==> config.mk <==
export PLATFORM = sky130hd
export DESIGN_NAME = rf_writeback_flat
export DESIGN_NICKNAME = d
export VERILOG_FILES = /design/src/rtl/rf_writeback_if.sv /design/src/rtl/rf_writeback.sv /design/src/flat_wrapper.sv
export SDC_FILE = /design/constraint.sdc
export NUM_CORES = 1
export LEC_CHECK = 0
export ABC_AREA = 1
export ABC_CLOCK_PERIOD_IN_PS = 2300
export BUFFER_PORTS_ARGS = -buffer_cell sky130_fd_sc_hd__buf_2
export CORE_AREA = 8 8 127 129
export DETAILED_ROUTE_END_ITERATION = 10
export DIE_AREA = 0 0 135 137
export PLACE_DENSITY = 0.83
export SLEW_MARGIN = 5
export SYNTH_ARGS = -nofsm -noshare
export SYNTH_HDL_FRONTEND = slang
export SYNTH_SLANG_ARGS = --single-unit
export TNS_END_PERCENT = 50
==> constraint.sdc <==
create_clock -name clk -period 2.3 [get_ports clk]
set_clock_uncertainty 0.2 [all_clocks]
set_input_delay 0 -clock clk [delete_from_list [all_inputs] [get_ports clk]]
set_output_delay 0 -clock clk [all_outputs]
set_load 0.05 [all_outputs]
==> src/rtl/rf_writeback_if.sv <==
// Result/reservation/hazard bundle between EXU, LSU, decode and the
// register-file writeback stage.
interface rf_writeback_if #(
  parameter int ADDR_WIDTH = 5,
  parameter int DATA_WIDTH = 32
);
  logic                  issue_valid;
  logic [ADDR_WIDTH-1:0] issue_rd;
  logic                  issue_ready;

  logic                  exu_valid;
  logic                  exu_ready;
  logic [ADDR_WIDTH-1:0] exu_rd;
  logic [DATA_WIDTH-1:0] exu_data;

  logic                  lsu_valid;
  logic                  lsu_ready;
  logic [ADDR_WIDTH-1:0] lsu_rd;
  logic [DATA_WIDTH-1:0] lsu_data;

  logic                  rf_wen;
  logic [ADDR_WIDTH-1:0] rf_waddr;
  logic [DATA_WIDTH-1:0] rf_wdata;

  logic [ADDR_WIDTH-1:0] chk_addr1;
  logic [ADDR_WIDTH-1:0] chk_addr2;
  logic                  chk_busy1;
  logic                  chk_busy2;

  logic                  err;

  modport master (
    output issue_valid, issue_rd,
    input  issue_ready,
    output exu_valid, exu_rd, exu_data,
    input  exu_ready,
    output lsu_valid, lsu_rd, lsu_data,
    input  lsu_ready,
    input  rf_wen, rf_waddr, rf_wdata,
    output chk_addr1, chk_addr2,
    input  chk_busy1, chk_busy2,
    input  err
  );

  modport slave (
    input  issue_valid, issue_rd,
    output issue_ready,
    input  exu_valid, exu_rd, exu_data,
    output exu_ready,
    input  lsu_valid, lsu_rd, lsu_data,
    output lsu_ready,
    output rf_wen, rf_waddr, rf_wdata,
    input  chk_addr1, chk_addr2,
    output chk_busy1, chk_busy2,
    output err
  );
endinterface

==> src/rtl/rf_writeback.sv <==
// Serializes EXU/LSU results onto the register-file write port and
// tracks pending writes per register for decode hazard checks.
module rf_writeback #(
  parameter int ADDR_WIDTH = 5,
  parameter int DATA_WIDTH = 32
) (
  input logic         clk,
  input logic         rst,
  rf_writeback_if.slave bus
);

  localparam int NREG = 2 ** ADDR_WIDTH;

  logic [1:0]            cnt [NREG];

  logic                  acc;
  logic [ADDR_WIDTH-1:0] acc_rd;
  logic [DATA_WIDTH-1:0] acc_data;

  logic                  wen_q;
  logic [ADDR_WIDTH-1:0] waddr_q;
  logic [DATA_WIDTH-1:0] wdata_q;
  logic                  err_q;

  logic                  issue_ok;
  logic                  issue_fire;
  logic                  unres;

  // LSU has fixed priority; it is always accepted.
  assign bus.lsu_ready = 1'b1;
  assign bus.exu_ready = ~bus.lsu_valid;

  always_comb begin
    acc      = 1'b0;
    acc_rd   = '0;
    acc_data = '0;
    priority case (1'b1)
      bus.lsu_valid: begin
        acc      = 1'b1;
        acc_rd   = bus.lsu_rd;
        acc_data = bus.lsu_data;
      end
      bus.exu_valid: begin
        acc      = 1'b1;
        acc_rd   = bus.exu_rd;
        acc_data = bus.exu_data;
      end
      default: begin
        acc      = 1'b0;
      end
    endcase
  end

  assign issue_ok = (bus.issue_rd == '0)
                  | (cnt[bus.issue_rd] != 2'd3);
  assign issue_fire = bus.issue_valid & issue_ok
                    & (bus.issue_rd != '0);
  assign bus.issue_ready = issue_ok;

  assign bus.chk_busy1 = (bus.chk_addr1 != '0)
                       & (cnt[bus.chk_addr1] != 2'd0);
  assign bus.chk_busy2 = (bus.chk_addr2 != '0)
                       & (cnt[bus.chk_addr2] != 2'd0);

  // Write stage: one cycle from accept to the register-file port.
  always_ff @(posedge clk) begin
    if (rst) begin
      wen_q   <= 1'b0;
      waddr_q <= '0;
      wdata_q <= '0;
    end else begin
      wen_q <= acc & (acc_rd != '0);
      if (acc) begin
        waddr_q <= acc_rd;
        wdata_q <= acc_data;
      end
    end
  end

  assign bus.rf_wen   = wen_q;
  assign bus.rf_waddr = waddr_q;
  assign bus.rf_wdata = wdata_q;

  // Busy holds through the write cycle; the retire edge drops it.
  always_ff @(posedge clk) begin
    if (rst) begin
      for (int i = 0; i < NREG; i++) begin
        cnt[i] <= 2'd0;
      end
    end else begin
      for (int i = 1; i < NREG; i++) begin
        if (issue_fire && bus.issue_rd == ADDR_WIDTH'(i)
            && !(wen_q && waddr_q == ADDR_WIDTH'(i))) begin
          cnt[i] <= cnt[i] + 2'd1;
        end else if (wen_q && waddr_q == ADDR_WIDTH'(i)
            && !(issue_fire && bus.issue_rd == ADDR_WIDTH'(i))
            && cnt[i] != 2'd0) begin
          cnt[i] <= cnt[i] - 2'd1;
        end
      end
    end
  end

  assign unres = wen_q & (cnt[waddr_q] == 2'd0);

  always_ff @(posedge clk) begin
    if (rst) begin
      err_q <= 1'b0;
    end else if (unres || (bus.issue_valid && !issue_ok)) begin
      err_q <= 1'b1;
    end
  end

  assign bus.err = err_q;

endmodule

==> src/flat_wrapper.sv <==
// flat-port wrapper written by rule: the top's interface ports become plain ports
module rf_writeback_flat 
#(
  parameter int ADDR_WIDTH = 5,
  parameter int DATA_WIDTH = 32
)
  (clk, rst, bus_issue_valid, bus_issue_rd, bus_issue_ready, bus_exu_valid, bus_exu_rd, bus_exu_data, bus_exu_ready, bus_lsu_valid, bus_lsu_rd, bus_lsu_data, bus_lsu_ready, bus_rf_wen, bus_rf_waddr, bus_rf_wdata, bus_chk_addr1, bus_chk_addr2, bus_chk_busy1, bus_chk_busy2, bus_err);
  rf_writeback_if #(.ADDR_WIDTH(ADDR_WIDTH), .DATA_WIDTH(DATA_WIDTH)) bus_i ();
  input logic clk;
  input logic rst;
  input wire logic [$bits(bus_i.issue_valid)-1:0] bus_issue_valid;
  input wire logic [$bits(bus_i.issue_rd)-1:0] bus_issue_rd;
  output wire logic [$bits(bus_i.issue_ready)-1:0] bus_issue_ready;
  input wire logic [$bits(bus_i.exu_valid)-1:0] bus_exu_valid;
  input wire logic [$bits(bus_i.exu_rd)-1:0] bus_exu_rd;
  input wire logic [$bits(bus_i.exu_data)-1:0] bus_exu_data;
  output wire logic [$bits(bus_i.exu_ready)-1:0] bus_exu_ready;
  input wire logic [$bits(bus_i.lsu_valid)-1:0] bus_lsu_valid;
  input wire logic [$bits(bus_i.lsu_rd)-1:0] bus_lsu_rd;
  input wire logic [$bits(bus_i.lsu_data)-1:0] bus_lsu_data;
  output wire logic [$bits(bus_i.lsu_ready)-1:0] bus_lsu_ready;
  output wire logic [$bits(bus_i.rf_wen)-1:0] bus_rf_wen;
  output wire logic [$bits(bus_i.rf_waddr)-1:0] bus_rf_waddr;
  output wire logic [$bits(bus_i.rf_wdata)-1:0] bus_rf_wdata;
  input wire logic [$bits(bus_i.chk_addr1)-1:0] bus_chk_addr1;
  input wire logic [$bits(bus_i.chk_addr2)-1:0] bus_chk_addr2;
  output wire logic [$bits(bus_i.chk_busy1)-1:0] bus_chk_busy1;
  output wire logic [$bits(bus_i.chk_busy2)-1:0] bus_chk_busy2;
  output wire logic [$bits(bus_i.err)-1:0] bus_err;
  assign bus_i.issue_valid = bus_issue_valid;
  assign bus_i.issue_rd = bus_issue_rd;
  assign bus_issue_ready = bus_i.issue_ready;
  assign bus_i.exu_valid = bus_exu_valid;
  assign bus_i.exu_rd = bus_exu_rd;
  assign bus_i.exu_data = bus_exu_data;
  assign bus_exu_ready = bus_i.exu_ready;
  assign bus_i.lsu_valid = bus_lsu_valid;
  assign bus_i.lsu_rd = bus_lsu_rd;
  assign bus_i.lsu_data = bus_lsu_data;
  assign bus_lsu_ready = bus_i.lsu_ready;
  assign bus_rf_wen = bus_i.rf_wen;
  assign bus_rf_waddr = bus_i.rf_waddr;
  assign bus_rf_wdata = bus_i.rf_wdata;
  assign bus_i.chk_addr1 = bus_chk_addr1;
  assign bus_i.chk_addr2 = bus_chk_addr2;
  assign bus_chk_busy1 = bus_i.chk_busy1;
  assign bus_chk_busy2 = bus_i.chk_busy2;
  assign bus_err = bus_i.err;
  rf_writeback #(.ADDR_WIDTH(ADDR_WIDTH), .DATA_WIDTH(DATA_WIDTH)) u_core (.clk(clk), .rst(rst), .bus(bus_i));
endmodule
==> results of run 1 <==
[where the power goes]
group          internal, mW  total, mW  leakage (nW)  switching, mW
clock network         0.786       1.58         0.143          0.791
registers              2.13       2.24          1.00          0.103
logic                 0.600       1.67          4.30           1.07
total                  3.52       5.49          5.44           1.97
[path summary, 6_finish.rpt]
path	start	to
max	u_core.cnt[18][0]	u_core.cnt[16][1]
min	bus_issue_rd[3]	u_core.cnt[30][1]
max reg2reg	u_core.cnt[18][0]	u_core.cnt[16][1]
min reg2reg	u_core.cnt[4][0]	u_core.cnt[4][0]
[stage by stage]
step	cell area (um2)	util, %	setup WS, ns
final	10800	75.8	-0.133
after global routing	10800	75.8	-0.217
after CTS	10300	72.6	-0.0307
after detailed placement	9100	64.1	-0.0422
after global placement	9100	64.1	0.0322
after floorplan	7970	-	0.149
[state kept, by name, summed over array words and instances, names as in the netlist, named ones only]
name,cells
u_core.bus.err,1
u_core.cnt,62
u_core.bus.rf_wdata,32
u_core.bus.rf_waddr,5
u_core.bus.rf_wen,1
[synthesized netlist by cell type (4+ instances only)]
| cell | count |
|---|---|
| a21oi_1 | 64 |
| inv_2 | 8 |
| edfxtp_1 | 62 |
| mux2i_1 | 7 |
| buf_2 | 6 |
| clkbuf_1 | 24 |
| nand2_1 | 496 |
| a22oi_1 | 12 |
| nand3b_1 | 6 |
| o21ai_0 | 48 |
| nor2_1 | 140 |
| buf_6 | 4 |
| or2_2 | 15 |
| nand3_1 | 111 |
| nor3_1 | 26 |
| clkinv_1 | 5 |
| inv_1 | 141 |
| nand4_1 | 27 |
| buf_1 | 8 |
| buf_4 | 11 |
| dfxtp_1 | 44 |
[kinds of logic after synthesis]
logic type	after synthesis	synth area share, %
AND/OR/NAND/NOR	834	43.7
buffers and inverters	208	10.8
AO/OA/AOI/OAI	139	9.56
flip-flops	106	34.4
multiplexers	7	0.879
XOR/XNOR	4	0.439
adder cells (fa/ha/maj)	1	0.157
other	1	0.0470
[area by class of cell]
class	count	area, um2	area share, %
inverters	155	591	5.49
clock buffers	11	243	2.26
flip-flops and latches	106	2740	25.5
multi-input cells	986	4740	44.0
repair buffers	293	2170	20.2
clock inverters	5	46.3	0.430
well taps	184	230	2.14
[metal layers]
layer / share of wire [%] / global-route usage [%]
met1: 34 / 42.7
met4: 8.2 / 26.7
met5: 0 / 0
met3: 14 / 9.62
met2: 43 / 56.9
[worst max-delay path, stage by stage (launching register included)]
cell and delay [ns]:
edfxtp_1 0.40, buf_4 0.15, nand2_2 0.05, nand2_1 0.05, nand2_1 0.08, nand2_1 0.07, nand2_1 0.09, nand2_1 0.06
inv_1 0.05, nand2_1 0.05, nand3_2 0.10, nand2_4 0.08, nor2_4 0.18, buf_8 0.16, nand3b_1 0.20, nand3_2 0.17
[repair_timing]
action / CTS / global route
pin swaps: 4 / 12
cloned: 1 / 2
endpoints found under the hold margin: 46 / 0
hold buffers: 82 / 0
endpoints found under the setup margin: 6 / 107
resized for setup: 23 / 111
buffers inserted: 5 / 7
==> flow_summary.json, run 1 <==
{
  "synth_area_leader_cell": "edfxtp_1",
  "fin_hold_ws_ns": 0.188,
  "grt_overflow_total": 0,
  "areaGrowthSynthToFinish_pct": 35.0,
  "p_total_mw": 5.49,
  "placed_cells": 1627,
  "synth-main-ff-cell": "edfxtp_1",
  "maxCapViolCount": 0,
  "track_usage_pct": 36.4,
  "worstPathMaxFanout": 7,
  "wire_per_inst_um": 20.4,
  "drc": 0,
  "n_antenna_cell": 0,
  "rsz0062_at_grt": "true",
  "cp-start-kind": "flip-flop",
  "cts_tree": "built",
  "fmax_mhz": 411,
  "final_cell_mix": "476 x nand2_1, 137 x inv_1, 133 x buf_2",
  "start_util_pct": 56.1,
  "cellPowerDensity_nw_per_um2": 510,
  "grt_pass1_vias": 10100,
  "synth_seq_area_share_pct": 34.4,
  "drt_first_pass_iters": 8,
  "drtIter0Drc": 1497,
  "instances_no_fill": 1740,
  "path_class": "reg -> reg",
  "core-area_um2": 14200,
  "crit_arrival_ns": 2.32,
  "row_count": 44,
  "htreeDepth": 3,
  "die_w_um": 135,
  "ant_nets": 0,
  "hold_class": "in -> reg",
  "path_clk_slew_ns": 0.08,
  "drv_slew": 0,
  "setup_tns_ns": -2.94,
  "end_kind": "flip-flop",
  "r2r_slack_ns": -0.13,
  "synth_area_leaders": "edfxtp_1 23%, nand2_1 23%, dfxtp_1 11%",
  "clock_latency_ns": 0.37,
  "synth_top_area_share_pct": 23.3,
  "worst_r2r_path_depth": 15,
  "grt_first_pass_wirelength_mm": 52.8,
  "synth_async_sr_flop_share_pct": 0,
  "drive_gt1_share_pct": 22.0,
  "fillers": 1061,
  "die-area_um2": 18500,
  "peakVddDrop_v": 0.000401,
  "syn_nets": 1395,
  "synth_cells": 1300,
  "die_h_um": 137,
  "synthesis.area_um2": 7970,
  "status": "complete, but fails checks",
  "synth_cell_types": 43,
  "worst_slew_pin_slew_ns": 0.520,
  "clock_tree.buffer_depth": 2,
  "final_common_cell": "nand2_1",
  "setup-violations-final": 45,
  "antenna_found_initial": 0,
  "worstHoldPathCells": 5,
  "dpl.hpwl_mm": 21.2,
  "min_period_ns": 2.43,
  "ys_ff_latch": 106,
  "drt-total-wl_mm": 35.5,
  "worst_slack_ns": -0.133,
  "violations": "setup timing",
  "vias_per_cell": 6.15,
  "synth_edf_count": 62,
  "port_buffers": 136,
  "report.final.hold_viol_count": 0,
  "grt_max_degree": 76,
  "ys_warn_count": 0,
  "avgSynthCellArea_um2": 6.13,
  "cts_sinks": 106,
  "cp.required_ns": 2.19,
  "vias": 10700,
  "slew_headroom_pct": 65.2,
  "globalplace.congestion": 0.996,
  "root_buffer": "clkbuf_16",
  "fin_crit_sh_pct": 106,
  "nets": 1646,
  "io_pins": 138,
  "leakage_nw": 5.44,
  "cts_buffers": 9
}
Note: power is estimated with default switching activity, not from simulation.
==> run 2, diff against run 1 <==
--- a/config.mk
+++ b/config.mk
@@ -6,8 +6,8 @@
 export NUM_CORES = 1
 export LEC_CHECK = 0
 export ABC_AREA = 1
-export ABC_CLOCK_PERIOD_IN_PS = 2300
 export BUFFER_PORTS_ARGS = -buffer_cell sky130_fd_sc_hd__buf_2
+export CAP_MARGIN = 20
 export CORE_AREA = 8 8 127 129
 export DETAILED_ROUTE_END_ITERATION = 10
 export DIE_AREA = 0 0 135 137
@@ -16,4 +16,4 @@
 export SYNTH_ARGS = -nofsm -noshare
 export SYNTH_HDL_FRONTEND = slang
 export SYNTH_SLANG_ARGS = --single-unit
-export TNS_END_PERCENT = 50
+export TNS_END_PERCENT = 30
==> run 2 against run 1 <==
Effect of this change: the flow still finishes with violations (setup timing); utilization shrank 1.5 points; sequential cell count is the same; design area shrank 2.0%.
==> flow_summary.json, run 2 (synthesis results as in run 1) <==
{
  "grt_pass1_vias": 10100,
  "drv_slew": 0,
  "status": "complete, but fails checks",
  "min_period_ns": 2.46,
  "final_common_cell": "nand2_1",
  "crit_arrival_ns": 2.39,
  "core-area_um2": 14200,
  "wire_per_inst_um": 19.8,
  "top_register": "u_core.cnt",
  "dpl.hpwl_mm": 21.2,
  "holdPathEnd": "u_core.cnt[5][1]",
  "root_buffer": "clkbuf_16",
  "report.final.hold_viol_count": 0,
  "htreeDepth": 3,
  "leakage_nw": 5.33,
  "dr_wl_met2_mm": 14.9,
  "violations": "setup timing",
  "r2r_slack_ns": -0.16,
  "areaGrowthSynthToFinish_pct": 32.3,
  "min_from": "bus_issue_rd[4]",
  "placed_cells": 1627,
  "instances_no_fill": 1736,
  "setup-violations-final": 58,
  "track_usage_pct": 36.4,
  "cts_sinks": 106,
  "drt-total-wl_mm": 34.5,
  "fmax_mhz": 407,
  "worst_slack_ns": -0.156,
  "maxCapViolCount": 0,
  "cellPowerDensity_nw_per_um2": 517,
  "clock_latency_ns": 0.37,
  "drt_first_pass_iters": 8,
  "drive_gt1_share_pct": 19.5,
  "highest_layer": "met4",
  "worstHoldPathCells": 4,
  "wl_met1_mm": 12.1,
  "stdcell_area_um2": 10600,
  "die_h_um": 137,
  "worst_r2r_path_depth": 17,
  "grt_overflow_total": 0,
  "dpl-instance-area_um2": 9100,
  "fin_crit_sh_pct": 107,
  "start_util_pct": 56.1,
  "nets": 1642,
  "drc": 0,
  "rsz0062_at_grt": "true",
  "vias": 10400,
  "cts_tree": "built",
  "cts_buffers": 9,
  "reg2reg_to": "u_core.cnt[14][1]",
  "slew_headroom_pct": 61.7,
  "end_kind": "flip-flop",
  "final_cell_mix": "487 x nand2_1, 138 x inv_1, 133 x buf_2",
  "die_w_um": 135,
  "worstPathMaxFanout": 9,
  "worst-path-buf-inv": 3,
  "grt_max_degree": 76,
  "cp.required_ns": 2.24,
  "worst_slew_pin_slew_ns": 0.572,
  "crit_slowest_cell": "edfxtp_1",
  "wl_met3_mm": 4.70,
  "globalplace.congestion": 0.996,
  "drtIter0Drc": 1442,
  "crit_family": "simple AND/OR/NAND/NOR gates",
  "die-area_um2": 18500,
  "antenna_found_initial": 0,
  "largest_reg_flops": 62,
  "path_class": "reg -> reg",
  "peakVddDrop_v": 0.000374,
  "ant_nets": 0,
  "clock_tree.buffer_depth": 2,
  "io_pins": 138,
  "grt_first_pass_wirelength_mm": 52.8,
  "port_buffers": 136,
  "vias_per_cell": 6.01,
  "cp_common_cell": "nand2_1",
  "row_count": 44,
  "n_antenna_cell": 0,
  "fin_hold_ws_ns": 0.185,
  "rr_startpoint": "u_core.cnt[14][0]",
  "path_cells": "nand2_1, nand2_1, nand2_1, nand2_1, nand2_1, nand2_1, inv_1, nand2_1, nand3_2, nand2_4, nor2_4, buf_8, nand2_1, nand2_2, nand2_1, nand2_1, inv_1",
  "hold_class": "in -> reg",
  "cp-start-kind": "flip-flop",
  "crit_path_max_incr_delay_ns": 0.42,
  "path_clk_slew_ns": 0.08
}
run 2: cell types whose count changed in the layout (fill, tap and decap cells not counted), moves of 2 or more:
cell / delta
nand3_2: -22
nand3_1: +21
nand2_1: +11
nand2_2: -11
buf_6: -3
o21ai_4: -3
a21oi_1: +2
a21oi_2: -2
nor2_2: +2
o21ai_2: +2
run 2: worst max path at each step:
stage | start | end | slack [ns] | cells past startpoint
floorplan | u_core.bus.rf_wen | u_core.cnt[23][0] | 0.15 | 7
global placement | bus_issue_rd[0] | u_core.cnt[12][0] | 0.03 | 13
detailed placement | bus_issue_rd[1] | u_core.cnt[14][0] | -0.04 | 15
CTS | u_core.cnt[18][0] | bus_chk_busy1 | -0.03 | 9
global route | u_core.cnt[14][0] | u_core.cnt[21][0] | -0.24 | 15
finish | u_core.cnt[14][0] | u_core.cnt[14][1] | -0.16 | 17
run 2: through the flow:
step | setup TNS (ns) | utilization [%] | worst slack, ns | total power [mW]
floorplan | 0 | - | 0.149 | 3.10
global route | -11.39 | 74.3 | -0.236 | 5.60
global placement | 0 | 64.1 | 0.0322 | 3.54
CTS | -0.0489 | 72.6 | -0.0307 | 5.24
detailed placement | -0.127 | 64.1 | -0.0422 | 3.56
finish | -5.32 | 74.3 | -0.156 | 5.45
run 2: worst reg2reg max path, stage by stage (launching register included):
cell,delay [ns]
edfxtp_1,0.42
nand2_1,0.10
nand2_1,0.06
nand2_1,0.07
nand2_1,0.11
nand2_1,0.09
nand2_1,0.05
inv_1,0.06
nand2_1,0.08
nand3_2,0.13
nand2_4,0.09
nor2_4,0.21
buf_8,0.19
nand2_1,0.09
nand2_2,0.13
nand2_1,0.06
nand2_1,0.06
inv_1,0.03
run 2: per-layer routing:
metal  global-route usage (%)  vias to the layer above
li1                         -                     4666
met1                     42.6                     4605
met2                     56.9                      932
met3                     9.80                      232
met4                     26.7                        0
met5                        0                        -
run 2: report_power, final:
| group | leakage, nW | switching [mW] | internal, mW |
|---|---|---|---|
| clock network | 0.143 | 0.796 | 0.786 |
| registers | 1.00 | 0.100 | 2.13 |
| logic | 4.19 | 1.05 | 0.585 |
run 2: area by class of cell:
| class | instances | area [um2] |
|---|---|---|
| fillers | 1085 | 3650 |
| inverters | 155 | 591 |
| well taps | 184 | 230 |
| flip-flops and latches | 106 | 2740 |
| multi-input cells | 986 | 4570 |
| repair buffers | 289 | 2130 |
| clock buffers | 11 | 243 |
| clock inverters | 5 | 46.3 |
run 2: timing repair:
item,CTS,global route
pin swaps,4,8
endpoints found under the hold margin,46,0
gates resized for setup,23,68
endpoints found under the setup margin,6,107
buffers inserted,5,3
gates cloned,1,2
hold buffers,82,0
